[src/rtl/amber128_uart_rx.sv]
// 8N1 UART receiver: 2-flop input synchronizer, mid-bit sampling, and a 1-entry valid/ready
// holding buffer with frame-error and overrun pulses.
module amber128_uart_rx #(
   parameter int unsigned CLOCK_FREQ_HZ = 27_000_000,
   parameter int unsigned BAUD_RATE     = 115_200
) (
   input  logic       clk_i,
   input  logic       rst_ni,
   input  logic       rx_i,
   output logic [7:0] data_o,
   output logic       valid_o,
   input  logic       ready_i,
   output logic       frame_err_o,
   output logic       overrun_o
);

   localparam int unsigned CLKS_PER_BIT = (CLOCK_FREQ_HZ + BAUD_RATE / 2) / BAUD_RATE;
   localparam int unsigned HALF_BIT     = CLKS_PER_BIT / 2;
   localparam int unsigned CW           = $clog2(CLKS_PER_BIT);

   localparam logic [CW-1:0] CNT_HALF = CW'(HALF_BIT - 1);
   localparam logic [CW-1:0] CNT_FULL = CW'(CLKS_PER_BIT - 1);

   if (CLKS_PER_BIT < 4) begin : g_bad_baud
      $error("amber128_uart_rx: CLKS_PER_BIT must be at least 4");
   end

   typedef enum logic [2:0] {
      S_IDLE,
      S_START,
      S_DATA,
      S_STOP,
      S_BREAK
   } state_t;

   state_t          state_q, state_d;
   logic [1:0]      sync_q;
   logic            rx_s;
   logic [CW-1:0]   cnt_q, cnt_d;
   logic [2:0]      bit_q, bit_d;
   logic [7:0]      shreg_q, shreg_d;
   logic            deliver;
   logic            stop_err;

   assign rx_s = sync_q[1];

   always_ff @(posedge clk_i or negedge rst_ni) begin
      if (!rst_ni) begin
         sync_q  <= 2'b11;
         state_q <= S_IDLE;
         cnt_q   <= '0;
         bit_q   <= '0;
         shreg_q <= '0;
      end else begin
         sync_q  <= {sync_q[0], rx_i};
         state_q <= state_d;
         cnt_q   <= cnt_d;
         bit_q   <= bit_d;
         shreg_q <= shreg_d;
      end
   end

   always_comb begin
      state_d  = state_q;
      cnt_d    = cnt_q + CW'(1);
      bit_d    = bit_q;
      shreg_d  = shreg_q;
      deliver  = 1'b0;
      stop_err = 1'b0;
      unique case (state_q)
         S_IDLE: begin
            cnt_d = '0;
            if (!rx_s) state_d = S_START;
         end
         S_START: begin
            if (cnt_q == CNT_HALF) begin
               cnt_d = '0;
               if (rx_s) begin
                  state_d = S_IDLE;
               end else begin
                  state_d = S_DATA;
                  bit_d   = '0;
               end
            end
         end
         S_DATA: begin
            if (cnt_q == CNT_FULL) begin
               cnt_d   = '0;
               shreg_d = {rx_s, shreg_q[7:1]};
               bit_d   = bit_q + 3'd1;
               if (bit_q == 3'd7) state_d = S_STOP;
            end
         end
         S_STOP: begin
            if (cnt_q == CNT_FULL) begin
               cnt_d    = '0;
               deliver  = rx_s;
               stop_err = !rx_s;
               state_d  = rx_s ? S_IDLE : S_BREAK;
            end
         end
         S_BREAK: begin
            // Only one frame error per low period: wait out the line before rearming.
            cnt_d = '0;
            if (rx_s) state_d = S_IDLE;
         end
         default: begin
            cnt_d   = '0;
            state_d = S_IDLE;
         end
      endcase
   end

   always_ff @(posedge clk_i or negedge rst_ni) begin
      if (!rst_ni) begin
         data_o      <= '0;
         valid_o     <= 1'b0;
         frame_err_o <= 1'b0;
         overrun_o   <= 1'b0;
      end else begin
         frame_err_o <= stop_err;
         overrun_o   <= deliver && valid_o && !ready_i;
         // A consume and a load in the same cycle keep valid_o high with the new byte.
         if (deliver && (!valid_o || ready_i)) begin
            data_o  <= shreg_q;
            valid_o <= 1'b1;
         end else if (valid_o && ready_i) begin
            valid_o <= 1'b0;
         end
      end
   end

endmodule

[config.mk]
export PLATFORM = sky130hd
export DESIGN_NAME = amber128_uart_rx
export DESIGN_NICKNAME = d
export VERILOG_FILES = /design/src/rtl/amber128_uart_rx.sv
export SDC_FILE = /design/constraint.sdc
export NUM_CORES = 1
export LEC_CHECK = 0
export ABC_AREA = 1
export BUFFER_PORTS_ARGS = -buffer_cell sky130_fd_sc_hd__buf_4
export CORE_MARGIN = 2
export CORE_UTILIZATION = 62
export DETAILED_ROUTE_END_ITERATION = 6
export PLACE_DENSITY = 0.83
export SKIP_CTS_REPAIR_TIMING = 1
export SYNTH_ARGS = -nofsm -noshare
export SYNTH_HDL_FRONTEND = slang
export SYNTH_SLANG_ARGS = --single-unit
[constraint.sdc]
create_clock -name clk_i -period 2.1 [get_ports clk_i]
set_input_delay 0.21 -clock clk_i [delete_from_list [all_inputs] [get_ports clk_i]]
set_output_delay 0.21 -clock clk_i [all_outputs]
set_load 0.01 [all_outputs]
# [Yosys cells after proc, flatten, opt, wreduce, memory -nomap -nowiden]
# Index checks and enable logic that the tools add are counted.
[classes] n_addsub=2 eq_ne=14 n_mux=22 reduce_logical=15
[ops] op="3-bit 2-to-1 mux" count=10
[ops] op="8-bit 2-to-1 mux" count=2
[ops] op="8-bit case mux with 2 select lines" count=1
[ops] op="3-bit case mux with 5 select lines" count=1
[ops] op="2-bit inequality test (second input constant)" count=7
[ops] op="8-bit by 1-bit adder with 8-bit output (second input constant)" count=1
[ops] op="8-bit by 7-bit == test with 1-bit output (second input constant)" count=1
[ops] op="8-bit == test (second input constant)" count=1
[ops] op="3-bit by 2-bit == test with 1-bit output (second input constant)" count=2
[ops] op="3-bit == test (second input constant)" count=2
[ops] op="1-bit 2-to-1 mux" count=6
[ops] op="3-bit case mux with 2 select lines" count=1
[ops] op="6-bit AND reduction" count=1
[ops] op="1-bit logical AND" count=4
[ops] op="4-bit AND reduction" count=1
[ops] op="2-bit nonzero test" count=2
[ops] op="3-bit by 1-bit adder with 3-bit output (second input constant)" count=1
[ops] op="3-bit by 1-bit == test with 1-bit output (second input constant)" count=1
[ops] op="1-bit logical NOT" count=3
[ops] op="3-bit logical NOT" count=1
[ops] op="2-bit 2-to-1 mux" count=1
[ops] op="2-bit AND reduction" count=1
[ops] op="2-bit OR reduction" count=1
[ops] op="1-bit logical OR" count=1
[word_totals] ff_bits=35 input_bits=4 out_inout_bits=11 wordCells=62

# [Longest topological paths before layout]
# Gate-level depths: netlist (run 1).
[logic_depth] ltp_word=5 depth_mapped=11 ltp_nobuf=11

# [Worst setup path after synthesis (run 1)]
# OpenSTA, ideal clock, no wires.
[synth_path] kind="register to register" from="register cnt_q[1]" to="register data_o[0]" setup_time_ps=118 t_arrival_ps=1233 t_required_ps=1982 setup_slack_ps=749 stages_incl_launch_ff=11 n_path_buf=1 period_less_slack_ps=1351 cell_sequence="dfrtp_1 -> inv_1 -> ha_1 -> nand2_1 -> nor2_4 -> nand2_4 -> inv_2 -> nand4_2 -> buf_6 -> nand2_1 -> nand2_1"
[synth_via] elab_chain_len=4
[synth_rtl] item="start: declaration" line_no="39" text="logic [CW-1:0] cnt_q, cnt_d;"
[synth_rtl] item="start signal: assignment" line_no="57" text="cnt_q <= cnt_d;"
[synth_rtl] item="8-bit == test" line_no="95" text="if (cnt_q == CNT_FULL) begin"
[synth_rtl] item="1-bit 2-to-1 mux" line_no="95"
[synth_rtl] item="1-bit 2-to-1 mux" line_no="70" text="unique case (state_q)"
[synth_rtl] item="1-bit logical AND" line_no="124" text="if (deliver && (!valid_o || ready_i)) begin"
[synth_rtl] item="end signal: assignment" line_no="125" text="data_o <= shreg_q;"
[synth_rtl] item="end: declaration" line_no="10" text="output logic [7:0] data_o,"
# No other way between the ends.
# A chain may end at the register's enable or synchronous reset.

# [Final worst setup path (run 1)]
[layout_path] from="register cnt_q[1]" to="register data_o[1]"
# The elaborated chain is that of the path after synthesis.

==> flow_summary.yaml, run 1 <==
run_status:
  status: "completed"
logic_synthesis:
  avgSynthCellArea_um2: 8.76
  seq_area_frac_synth_pct: 53.1
  syn_inst: 189
  synth_nets: 198
  synth_cell_types: 29
  synth-seq-cells: 35
  yosys_warnings: 0
  synth_area_um2: 1660
detailed_routing:
  wl_met1_um: 1380
  via_count: 1245
  wl_met2_um: 1260
  wl_met3_um: 161
  dr.max_layer_used: "met4"
  drt_wl_total_um: 2860
  drc: 0
  wl_per_cell_um: 11.9
  dr.pass1.iters: 4
  viasPerCell: 5.19
  drt_iter0_markers: 31
  ant_nets: 0
sta:
  min_period_ns: 1.67
  final_hold_viol_count: 0
  rsz0062_at_grt: "no"
  finalCritPeriodShare_pct: 79.4
  final.setup.tns_ns: 0
  fmax_ghz: 0.599
  worst_pin_slew_ns: 0.415
  finalWorstSetupSlack_ns: 0.432
  fin_skew_ns: 0.00500
  slew_violations: 0
  relSlewSlack_pct: 72.3
  setup_viol: 0
cells_and_area:
  multi_input_area_um2: 672
  n_fill_cell: 176
  drive_gt1_share_pct: 20.0
  diodes: 0
  nets: 218
  regArea_um2: 878
  syn2layout_area_growth_pct: 11.3
clock_tree:
  insertion_delay_ns: 0.33
  clk_pin_slew_worst_paths_ns: 0.10
  clockBufferDepth: 2
  cts_tree: "yes"
  cts.sinks: 35
  htree_levels: 2
  cts_root_buffer: "clkbuf_4"
  cts_buffers: 5
hold_path:
  holdCritPathClass: "input port to flip-flop"
power:
  power_mw: 1.04
  power_density_nw_per_um2: 565
  worst_ir_drop_vdd_uv: 513
  total_leakage_power_nw: 0.978
global_routing:
  antenna_found_initial: 0
  grt_usage_pct: 21.5
  gr-total-overflow: 0
  grt_pass1_vias: 1196
  grt_max_degree: 36
  grt_pass1_wl_um: 5180
floorplanning:
  fp.dieW_um: 55.7
  core_area_um2: 2500
  core.rowCount: 18
  boundaryPins: 15
  start_util_pct: 66.2
  fp.dieH_um: 55.7
  dieArea_um2: 3100
job:
  maxCapViolations: 0
placed_design:
  preCtsSetupSlack_ns: 0.450
  io_buffers: 14
  dp_hpwl_um: 2080
  gp_congestion: 0.856
setup_path:
  worstSetupEndpointType: "flip-flop"
  worst-setup-path-type: "flip-flop to flip-flop"
  worst_ep_arrival_time_ns: 1.89
  crit_fanout: 12
  crit_required_ns: 2.32
  critPathLaunchType: "flip-flop"
-- layer usage --
layer / vias up / GRT usage, %
li1: 635 / -
met1: 568 / 29.5
met5: - / 0
met3: 9 / 6.28
met4: 0 / 9.41
met2: 33 / 32.0
-- path summary, 6_finish.rpt --
kind / startpoint / cells past startpoint / endpoint / slack (ns)
setup / recovery: cnt_q[1] / 9 / data_o[1] / 0.43
hold / removal: ready_i / 4 / valid_o / 0.33
setup reg to reg: cnt_q[1] / 9 / data_o[1] / 0.43
hold reg to reg: sync_q[0] / 0 / sync_q[1] / 0.37
max in group asynchronous: rst_ni / 2 / sync_q[1] / 1.44
min in group asynchronous: rst_ni / 2 / cnt_q[1] / 0.34
-- critical path, stage by stage (launching register included) --
cell and delay (ns):
dfrtp_1 0.42, inv_1 0.08, ha_1 0.14, nand2_1 0.08, nor2_4 0.10, nand2_4 0.11, inv_2 0.07, nand4_2 0.31
nand2_1 0.19, o21ai_2 0.07
-- synthesized netlist by cell type (all sizes together) --
library cell,count,area share [%]
xnor2,2,1.1
buf,3,1.6
nand3,9,2.7
nand2,72,17
dfrtp,33,50
o21ai,8,3.1
nand4,2,1.1
a31oi,2,0.76
nor2,14,4.4
a21oi,6,1.8
inv,21,4.8
ha,5,3.8
dfstp,2,3.2
nor3b,2,1.2
a21boi,1,0.45
nor4,1,0.38
or2,1,0.38
nor3,4,1.5
xor2,1,0.53
-- cell type report --
class / instances / share of cell area [%]
clock buffers: 7 / 2.45
clock inverters: 1 / 0.272
inverters: 21 / 4.28
multi-input cells: 130 / 36.5
flip-flops and latches: 35 / 47.7
well taps: 30 / 2.04
repair buffers: 16 / 6.79
-- cell usage in the layout (no fill, tap or decap) --
master         count
a21boi_0           1
a21oi_1            6
a31oi_1            2
buf_4             14
clkbuf_1           2
clkbuf_4           5
clkinv_2           1
dfrtp_1           33
dfstp_2            2
dlygate4sd3_1      2
ha_1               5
inv_1             16
inv_2              5
nand2_1           67
nand2_2            4
nand2_4            1
nand3_1            9
nand4_1            1
nand4_2            1
nor2_1            10
nor2_2             2
nor2_4             2
nor3_1             3
nor3_2             1
nor3b_1            1
nor3b_2            1
nor4_1             1
o21ai_0            5
o21ai_2            3
or2_0              1
xnor2_1            2
xor2_1             1
-- flip-flops by register name (all words and copies together) (netlist names), 2 cells and up --
signal and cells:
data_o 8, state_q 3, sync_q 2, shreg_q 8
bit_q 3, cnt_q 8
-- through the flow --
step                util [%]  hold slack (ns)  instance area, um2  cells
finish                  73.7            0.326                1840    240
global route            73.7            0.349                1840    240
CTS                     72.9           -0.197                1820    238
detailed placement      70.9            0.176                1770    230
global placement        70.9            0.169                1770    230
floorplan                  -          -0.0856                1660    189
-- cell families (layout without fill, tap and decap cells) --
kind of cell | after synthesis | in the layout | synth area share (%)
flip-flops | 35 | 35 | 53.1
XOR/XNOR | 3 | 3 | 1.59
AND/OR/NAND/NOR | 105 | 105 | 29.1
adder cells (fa/ha/maj) | 5 | 5 | 3.78
AO/OA/AOI/OAI | 17 | 17 | 6.12
buffers and inverters | 24 | 45 | 6.35
-- where the power goes --
part / internal (mW) / switching (mW)
Sequential: 0.677 / 0.00200
Combinational: 0.00690 / 0.0159
Clock: 0.130 / 0.208
No activity file was read; power rests on OpenSTA's default activity.
==> inputs of run 2 (changes only) <==
Settings changed: CORE_UTILIZATION 62 to 58, PLACE_DENSITY 0.83 to 0.78.
Clock period 2.1 ns to 1.6 ns, I/O delays scaled along.
==> run 2 against run 1 <==
Against the previous run:
- worst setup slack worse by 0.31 ns
- sequential share of layout area is 2.2 points lower
- clock-buffer cell count is 2 lower
- highest routed layer unchanged
- cell area is 5.1% higher
- global-route usage is 0.85 points higher
- non-clock buffer count is 3 higher
- critical endpoint is now state_q[1]
- largest cell class unchanged
- maximum frequency is 13% higher
- combinational power is 37% higher
- routed wire length is 11% higher
- clock power is 81% higher
- critical path depth stayed put
==> flow_summary.yaml, run 2 (synthesized netlist as in run 1, its figures left out) <==
detailed_routing:
  via_count: 1286
  viasPerCell: 5.27
  drt_wl_total_um: 3170
  drt_iter0_markers: 45
  wl_per_cell_um: 13.0
  dr.pass1.iters: 4
  ant_nets: 0
  drc: 0
cells_and_area:
  nets: 222
  top_regs: "cnt_q x8, data_o x8, shreg_q x8"
  final_common_cell: "nand2_1"
  fin_util_pct: 70.8
  diodes: 0
  n_fill_cell: 207
  final_cell_mix: "nand2_1, dfrtp_1, buf_4, inv_1"
  drive_gt1_share_pct: 24.4
  syn2layout_area_growth_pct: 16.9
  instances_no_fill: 244
setup_path:
  crit_end: "state_q[1]"
  critical-path-max-stage-delay_ns: 0.64
  worstSetupEndpointType: "flip-flop"
  cp_top_family: "flip-flops"
  worst-setup-path-type: "flip-flop to flip-flop"
  crit_fanout: 6
  rrSetupSlack_ns: 0.12
  crit_cells: 9
  r2r_start: "sync_q[1]"
  timing.critical_path.mode_cell: "nand2_1"
  crit_buf_inv: 2
  slowest_stage: "dfstp_2"
  cp_cell_sequence: "inv_1, nand2_1, nand3_1, nand2_1, inv_1, nand2_1, nor2_2, nand2_1, nand2_1"
  critPathLaunchType: "flip-flop"
  cp-startpoint: "sync_q[1]"
  r2r_cells: 9
  r2r_end: "state_q[1]"
  worst_ep_arrival_time_ns: 1.72
  crit_required_ns: 1.85
clock_tree:
  cts.sinks: 35
  cts_root_buffer: "clkbuf_4"
  cts_buffers: 5
  insertion_delay_ns: 0.35
  clockBufferDepth: 2
  cts_tree: "yes"
  htree_levels: 2
  clk_pin_slew_worst_paths_ns: 0.11
sta:
  min_period_ns: 1.48
  relSlewSlack_pct: 71.8
  rsz0062_at_grt: "no"
  worst_pin_slew_ns: 0.422
  setup_viol: 0
  fin_skew_ns: 0.0157
  slew_violations: 0
  finalCritPeriodShare_pct: 92.4
  fmax_ghz: 0.677
  final_hold_viol_count: 0
run_status:
  status: "completed"
global_routing:
  grt_pass1_vias: 1274
  grt_pass1_wl_um: 5640
  grt_max_degree: 36
  antenna_found_initial: 0
  gr-total-overflow: 0
  grt_usage_pct: 22.4
power:
  power_density_nw_per_um2: 795
  total_leakage_power_nw: 1.03
  worst_ir_drop_vdd_uv: 1190
hold_path:
  holdCritPathClass: "input port to async pin"
floorplanning:
  fp.dieW_um: 57.4
  dieArea_um2: 3300
  start_util_pct: 60.5
  fp.dieH_um: 57.4
  core_area_um2: 2730
  core.rowCount: 19
  boundaryPins: 15
placed_design:
  io_buffers: 14
  place_inst: 234
  dp_hpwl_um: 2300
  gp_congestion: 0.917
job:
  maxCapViolations: 0
run 2: through the flow:
stage	worst slack, ns	setup TNS, ns	area [um2]	power, mW	hold WS (ns)
2_1_floorplan	0.249	0	1660	0.912	-0.136
3_3_place_gp	0.0613	0	1800	0.935	0.121
6_report	0.122	0	1940	1.54	0.273
4_1_cts	-0.0451	-0.0816	1870	1.55	-0.257
3_5_place_dp	-0.00496	-0.00496	1800	0.936	0.129
5_1_grt	0.0148	0	1940	1.59	0.304
run 2: worst min-delay path by stage:
stage | endpoint | cells past startpoint | slack, ns | from
global route | shreg_q[1] | 2 | 0.30 | rst_ni
finish | data_o[0] | 2 | 0.27 | rst_ni
floorplan | bit_q[0] | 0 | -0.14 | rst_ni
global placement | valid_o | 1 | 0.12 | rst_ni
detailed placement | valid_o | 1 | 0.13 | rst_ni
CTS | shreg_q[1] | 1 | -0.26 | rst_ni
run 2: worst reg2reg max path: stages, from the launching register on:
cell and delay (ns):
dfstp_2 0.64, inv_1 0.18, nand2_1 0.12, nand3_1 0.09, nand2_1 0.10, inv_1 0.04
nand2_1 0.06, nor2_2 0.05, nand2_1 0.05, nand2_1 0.05
run 2: layout make-up:
| type | count | area [um2] | share of cell area, % |
|---|---|---|---|
| well taps | 31 | 38.8 | 2.00 |
| clock buffers | 5 | 37.5 | 1.94 |
| repair buffers | 19 | 148 | 7.63 |
| multi-input cells | 131 | 716 | 37.0 |
| inverters | 21 | 78.8 | 4.07 |
| clock inverters | 2 | 37.5 | 1.94 |
| flip-flops and latches | 35 | 880 | 45.4 |
run 2: routing by layer:
metal	vias to the layer above	GRT usage [%]	part of all wire (%)
met1	617	29.0	46
met4	0	9.97	2.2
met5	-	0	0
met3	8	5.67	3.9
li1	643	-	-
met2	18	35.6	48
run 2: where the power goes:
part	leakage, nW	switching, mW	total, mW	internal (mW)
Clock	0.0373	0.294	0.614	0.320
Combinational	0.522	0.0222	0.0313	0.00914
Sequential	0.466	0.00398	0.893	0.889
Total	1.03	0.320	1.54	1.22
